--- src/rtl/reg_pkg.sv ---
// Shared constants and types for the scoreboarded register file.
// The default widths here are the ones the top-level parameters start from.
// Optional feature macro used by reg_file_sb: REG_BYPASS_EN (write-to-read forwarding).
package reg_pkg;

  localparam int DW_DEF  = 32;  // data width in bits
  localparam int AW_DEF  = 5;   // register address width, depth = 2**AW
  localparam int NRD_DEF = 2;   // number of read ports (1..4)

  typedef logic [DW_DEF-1:0] data_t;
  typedef logic [AW_DEF-1:0] addr_t;

endpackage : reg_pkg

--- src/rtl/reg_scoreboard.sv ---
// Busy-bit scoreboard for the register file.
// One busy bit per register marks a result still owed by a long-latency
// producer. Se marks it, a write of that register retires it, Clr flushes all.
// Err is a registered one-cycle pulse when an already-busy register is marked
// busy again without being retired in the same cycle.
module reg_scoreboard import reg_pkg::*; #(
  parameter int AW    = AW_DEF,
  parameter int DEPTH = 1 << AW
) (
  input  logic             clk,
  input  logic             Reset,   // asynchronous, active-low
  input  logic             Se,
  input  logic [AW-1:0]    Sn,
  input  logic             We,
  input  logic [AW-1:0]    Wn,
  input  logic             Clr,
  output logic [DEPTH-1:0] busy,
  output logic             Err
);

  logic [DEPTH-1:0] r_busy;
  logic             r_err;
  logic [DEPTH-1:0] w_busy_next;
  logic             w_err_next;
  logic             w_set;
  logic             w_clr;

  assign w_set = Se && (Sn != '0);
  assign w_clr = We && (Wn != '0);

  // Next busy vector: retire on write, then mark on set so set wins; flush overrides both.
  always_comb begin
    // NOTE: every variable gets a default first so no path leaves it unassigned (no latch).
    w_busy_next = r_busy;
    if (Clr) begin
      w_busy_next = '0;
    end else begin
      if (w_clr) w_busy_next[Wn] = 1'b0;
      if (w_set) w_busy_next[Sn] = 1'b1;
    end
    w_busy_next[0] = 1'b0;
  end

  // Double-set detection: a set hitting a busy register that is not retired or flushed now.
  always_comb begin
    w_err_next = w_set && r_busy[Sn] && !Clr && !(We && (Wn == Sn));
  end

  // Busy and Err state; reset discards every pending producer.
  always_ff @(posedge clk or negedge Reset) begin
    if (!Reset) begin
      r_busy <= '0;
      r_err  <= 1'b0;
    end else begin
      // NOTE: sequential state uses non-blocking assignments so all flops update together.
      r_busy <= w_busy_next;
      r_err  <= w_err_next;
    end
  end

  assign busy = r_busy;
  assign Err  = r_err;

endmodule : reg_scoreboard

--- src/rtl/reg_file_sb.sv ---
// Multi-read-port register file with a busy-bit scoreboard.
// Register 0 is hard-wired to zero and is never busy. Reads are combinational.
// Optional macro REG_BYPASS_EN forwards same-cycle write data (and a cleared
// busy flag) to any read port addressing the register being written; without
// it, reads see the pre-edge contents.
module reg_file_sb import reg_pkg::*; #(
  parameter int DW  = DW_DEF,
  parameter int AW  = AW_DEF,
  parameter int NRD = NRD_DEF
) (
  input  logic              clk,
  input  logic              Reset,   // asynchronous, active-low
  input  logic [NRD*AW-1:0] Rn,
  output logic [NRD*DW-1:0] Q,
  output logic [NRD-1:0]    Busy,
  input  logic              We,
  input  logic [AW-1:0]     Wn,
  input  logic [DW-1:0]     Wd,
  input  logic              Se,
  input  logic [AW-1:0]     Sn,
  input  logic              Clr,
  output logic              Err
);

  localparam int DEPTH = 1 << AW;

  logic [DW-1:0]    r_regs [DEPTH];
  logic [DEPTH-1:0] w_busy;
  logic             w_wr;

  assign w_wr = We && (Wn != '0);

  // Register storage; writes to register 0 are dropped so it always reads zero.
  always_ff @(posedge clk or negedge Reset) begin
    if (!Reset) begin
      // NOTE: the array is reset on purpose -- registers must read zero the moment reset asserts.
      for (int j = 0; j < DEPTH; j++) r_regs[j] <= '0;
    end else if (w_wr) begin
      r_regs[Wn] <= Wd;
    end
  end

  reg_scoreboard #(
    .AW    (AW),
    .DEPTH (DEPTH)
  ) u_scoreboard (
    .clk   (clk),
    .Reset (Reset),
    .Se    (Se),
    .Sn    (Sn),
    .We    (We),
    .Wn    (Wn),
    .Clr   (Clr),
    .busy  (w_busy),
    .Err   (Err)
  );

  for (genvar i = 0; i < NRD; i++) begin : g_rd
    logic [AW-1:0] w_ra;
    logic [DW-1:0] w_q;
    logic          w_busy_rd;

    assign w_ra = Rn[i*AW +: AW];

`ifdef REG_BYPASS_EN
    logic w_hit;
    logic w_keep_busy;

    // Forward only outside reset so an asserted reset still reads zero.
    assign w_hit       = Reset && w_wr && (Wn == w_ra);
    assign w_keep_busy = Se && (Sn == Wn);

    // Read port with write-to-read forwarding; a same-cycle re-mark keeps the old busy view.
    always_comb begin
      w_q       = w_hit ? Wd : r_regs[w_ra];
      w_busy_rd = (w_hit && !w_keep_busy) ? 1'b0 : w_busy[w_ra];
    end
`else
    // Plain read port: pre-edge register contents and busy state.
    always_comb begin
      w_q       = r_regs[w_ra];
      w_busy_rd = w_busy[w_ra];
    end
`endif

    assign Q[i*DW +: DW] = w_q;
    assign Busy[i]       = w_busy_rd;
  end

endmodule : reg_file_sb

--- config.mk ---
export PLATFORM = sky130hd
export DESIGN_NAME = reg_file_sb
export DESIGN_NICKNAME = d
export VERILOG_FILES = /design/src/rtl/reg_pkg.sv /design/src/rtl/reg_scoreboard.sv /design/src/rtl/reg_file_sb.sv
export SDC_FILE = /design/constraint.sdc
export NUM_CORES = 2
export LEC_CHECK = 0
export BUFFER_PORTS_ARGS = -buffer_cell sky130_fd_sc_hd__buf_2
export CAP_MARGIN = 25
export CORE_AREA = 2 2 356 358
export CTS_CLUSTER_DIAMETER = 150
export DETAILED_ROUTE_END_ITERATION = 10
export DIE_AREA = 0 0 358 360
export PLACE_DENSITY_LB_ADDON = 0.2
export RECOVER_POWER = 50
export REMOVE_ABC_BUFFERS = 1
export SLEW_MARGIN = 40
export SYNTH_ARGS = -nofsm -noshare
export SYNTH_HDL_FRONTEND = slang
export SYNTH_SLANG_ARGS = --single-unit
--- constraint.sdc ---
create_clock -name clk -period 3.05 [get_ports clk]
set_clock_uncertainty 0.2 [all_clocks]
set_input_delay 0.1525 -clock clk [delete_from_list [all_inputs] [get_ports clk]]
set_output_delay 0.1525 -clock clk [all_outputs]
set_load 0.05 [all_outputs]
* After elaboration in Yosys (flattened, before gate mapping)
Index checks and enable logic that the tools add are counted.
Storage, ports and cells: output and inout port bits 67, word-level logic and storage cells 87, flip-flop bits (word level) 1056
Operators by class: reductions and logical operators 13, mux-type cells 23, bitwise logic cells 6, equal/unequal tests 1, magnitude comparators 10
Operator list (count):
- 1024-bit bitwise mux | 1
- 32-bit binary-select mux with 5-bit select | 2
- 32-bit two-way mux | 9
- 32-bit demux with 5-bit select | 1
- 32-bit AND | 1
- 32-bit inverter | 1
- 32-bit OR | 1
- 5-bit by 6-bit less-than comparator with 1-bit output (second input constant) | 4
- 6-bit greater-or-equal comparator (second input constant) | 3
- 5-bit inverter with 6-bit output | 3
- 1-bit binary-select mux with 5-bit select | 3
- 1-bit demux with 5-bit select | 2
- 5-bit by 1-bit greater-or-equal comparator with 1-bit output (second input constant) | 2
- 5-bit nonzero test | 2
- 1-bit logical AND | 9
- 6-bit by 1-bit less-than comparator with 1-bit output (second input constant) | 1
- 5-bit equality test | 1
- 1-bit two-way mux | 5
- 1-bit zero test | 2

* Longest topological paths before layout
word-level depth 11, mapped depth 7

* Cells and area by module
From an unflattened synthesis, not the netlist that was laid out.
Second synthesis, totals: cell total of the unflattened synthesis 4895, area, all modules 58376.0 um2
By module, submodules not included:
- reg_file_sb | seq. area each 25624.6 um2, area an instance 56530.5 um2, cells an instance 4681, times used 1
- reg_scoreboard | seq. area each 800.8 um2, area an instance 1845.5 um2, cells an instance 214, times used 1

* Least setup slack after synthesis
OpenSTA, ideal clock, no wires.
path type input -> output, from input Rn[0], to output Busy[0], arrival 2.083 ns, stages on the path 7, required time 2.697 ns, slack 0.614 ns, cells stage by stage buf_2 -> buf_6 -> buf_2 -> mux4_2 -> mux4_2 -> mux2_2 -> buf_4
Between the ends: longest elaborated chain between the ends 2
RTL lines:
- from (decl) | RTL line reg_file_sb.sv:13 | input logic [NRD*AW-1:0] Rn,
- 1-bit binary-select mux with 5-bit select | RTL line reg_file_sb.sv:82 | w_busy_rd = w_busy[w_ra];
- 1-bit two-way mux (implied by the code) | RTL line reg_file_sb.sv:82
- to (decl) | RTL line reg_file_sb.sv:15 | output logic [NRD-1:0] Busy,
Every way passes these cells. The select of a mux whose other input is x is not followed.

* Worst setup path in the final report
from register r_regs[265] in the netlist's numbering, to output Q[41]
Between the ends: longest elaborated chain between the ends 3
RTL lines:
- from (decl) | RTL line reg_file_sb.sv:27 | logic [DW-1:0] r_regs [DEPTH];
- from (signal, indexed assignment) | RTL line reg_file_sb.sv:39 | r_regs[Wn] <= Wd;
- 32-bit binary-select mux with 5-bit select | RTL line reg_file_sb.sv:81 | w_q = r_regs[w_ra];
- 32-bit two-way mux (implied by the code) (2 in a row) | RTL line reg_file_sb.sv:81
- to (decl) | RTL line reg_file_sb.sv:14 | output logic [NRD*DW-1:0] Q,
Every way passes these cells. The select of a mux whose other input is x is not followed.

==> reports/summary.txt <==
total core area - 125000 um2
remaining antenna violation count - 0
area share of the largest cell type after synthesis - 0.472
clk sink count - 1056
Post-Synth Simple-Gate Area - 0.00955
Port Buffers - 123
Die W - 358 um
Worst Path Required - 2.70 ns
critical path arrival - 2.66 ns
Worst-Skew Late Latency - 0.74 ns
failing checks - max-capacitance violations, max-slew violations
GRT overflow - 0
Max-slew headroom - -0.0286
DR vias/cell - 6.52
xor/xnor share of the synthesized area - 0.000783
Post-route DRC - 0
CTS tree - done
Final min period - 3.01 ns
synth top area cells - dfrtp_1, mux4_2, mux2_2
Post-synth EDFFs - 0
Num CTS Buffers - 116
P&R area growth vs syn - 14.7%
MaxCap Viol Count - 1
largest family of logic cells by synthesized area - multiplexers
cell total after placement - 4915
Final Hold Vio Count - 0
final std cells w/o fill - 5185
compound-cell area share of the yosys netlist - 0.00606
worst-path fanout max - 3
clock-pin slew on the worst setup and hold paths - 0.06 ns
DP HPWL - 104 mm
Post-CTS Setup Bufs - 0
clk root buf - clkbuf_16
most frequent cell after synthesis - mux2_2
die area - 129000 um2
Synth Flop Type - dfrtp_1
vias in the first global route - 36.6k
ys async rst share - 1.00
Post-Syn Area - 56000 um2
drt pass-1 iters - 5
cells after synthesis - 3356
Die Span Y - 360 um
htree depth - 3
layout cell share with drive strength beyond 1 - 0.630
Tot GR Track Use - 0.270
crit path kind - reg -> out
CP most frequent cell - mux4_2
sequential area share after synthesis - 0.472
Pwr Density - 660 nW/um2
row count - 130
Synth area leader - dfrtp_1
initial drt markers - 2815
fmax - 332 MHz
I/O pins - 124
Clock Tree Buf Depth - 3
Max stage delay cell, worst path - mux4_2
Post-Syn Area per Cell - 16.7 um2
GPL Wtd Cong - 0.845
Starting Density - 0.448
Post-Route WL - 171 mm
Max VDD drop - 0.449 mV
nets@finish - 3500
unrepaired setup endpoints after global routing - false
worst r2r src - u_scoreboard.busy[23]
Synthesis Warnings - 0
max-slew violations - 4
Tcrit/Tclk final - 0.988
Final setup viols - 0
CP endpoint kind - primary output
Slew @ Worst Pin - 1.54 ns
largest net degree at the start of global routing - 119
global-route wire length before repair - 254 mm
antenna violations before repair - 2
Critical path buffers and inverters - 1
FILL cells - 10.1k
Worst Setup SP - r_regs[265]
Worst Setup Start Kind - flip-flop
critical path's largest stage delay - 0.53 ns
CP delay by family, top - multiplexers
drt wl/cell - 33.0 um
Vias - 33.8k
crit path cell chain - mux4_2, mux4_2, mux2_2, buf_2
Worst Hold Class - reg -> reg
count of cell types in the netlist - 39
outcome - finished, violations left
Final TNS setup - 0 ns
hold slack - 0.193 ns
Post-synth top cells - mux2_2, dfrtp_1, mux4_2
leakage power - 27.4 nW
number of synthesized register bits - 1056
final core utilization - 0.514
Worst Hold Launch - r_regs[1012]
post-synthesis mux area share - 0.481
Synth Area in Adders - 0
[registers in the layout (all words and copies together) (netlist names)]
register,cells
r_regs,1024
u_scoreboard.busy,31
u_scoreboard.Err,1
[final cells by class]
class / count / area (um2) / area share
antenna: 1 / 2.50 / 0.0000390
clock buffer: 173 / 3430 / 0.0534
clock inverter: 36 / 419 / 0.00653
inverter: 5 / 18.8 / 0.000292
multi-input combinational: 1899 / 28000 / 0.437
sequential: 1056 / 26400 / 0.412
tap: 1650 / 2060 / 0.0322
timing repair buffer: 365 / 3800 / 0.0592
[path summary, 6_finish.rpt]
kind | endpoint | cells past startpoint | slack, ns
setup / recovery | Q[41] | 4 | 0.04
hold / removal | r_regs[1012] | 0 | 0.19
setup reg to reg | u_scoreboard.Err | 5 | 0.34
hold reg to reg | r_regs[1012] | 0 | 0.19
max in group asynchronous | r_regs[89] | 4 | 0.20
min in group asynchronous | r_regs[785] | 4 | 1.39
[stage by stage]
step	setup slack (ns)	cell area, um2	total power, mW
floorplan	0.231	54300	24.7
global placement	-0.337	59800	27.6
detailed placement	0.211	59800	28.2
CTS	0.000362	64300	42.6
global route	0.000573	64200	44.1
finish	0.0377	64200	42.4
[layer usage]
metal  wire length [um]  track usage  vias up
li1                   -            -    13300
met1              72000        0.374    18900
met2              81700        0.427     1240
met3              11100       0.0534      340
met4               6260       0.0933        2
met5                 13            0        -
[power by group]
part | internal, mW | leakage [nW] | switching, mW
Clock | 8.46 | 1.91 | 5.85
Combinational | 5.56 | 11.9 | 4.00
Sequential | 16.6 | 13.6 | 1.91
[cell usage in the layout (no fill, tap or decap), types with 4 or more instances in the layout]
master	Yosys	layout
a21oi_1	13	13
a22oi_1	8	8
buf_12	0	91
buf_2	60	90
buf_4	16	94
buf_6	6	7
buf_8	0	4
bufinv_16	0	9
clkbuf_1	241	41
clkbuf_16	0	119
clkbuf_2	0	7
clkbuf_8	0	26
clkinv_2	0	23
dfrtp_1	1056	1054
dlygate4sd3_1	0	59
inv_1	5	5
mux2_2	1060	1056
mux2_4	0	4
mux2i_1	8	8
mux4_2	662	662
nand2_1	37	27
nand2_4	0	8
nand2b_1	4	4
nand3b_1	11	11
nor2_1	34	19
nor2_4	0	15
nor2b_1	5	5
nor3_1	4	4
o21ai_0	20	20
xor2_1	4	4
[cell families (layout without fill, tap and decap cells)]
| logic type | Yosys count | count (layout) |
|---|---|---|
| flip-flops | 1056 | 1056 |
| AND/OR/NAND/NOR | 110 | 110 |
| buffers and inverters | 401 | 579 |
| multiplexers | 1730 | 1730 |
| XOR/XNOR | 5 | 5 |
| AO/OA/AOI/OAI | 54 | 54 |
| other | 0 | 1 |
[repair_timing]
item                       in CTS  in global routing
hold buffers                   60                  0
hold endpoints to repair     2080                  0
gates resized for setup        20                 15
cloned                          0                  0
setup endpoints to repair      16                  7
(Power assumes the default switching activity.)
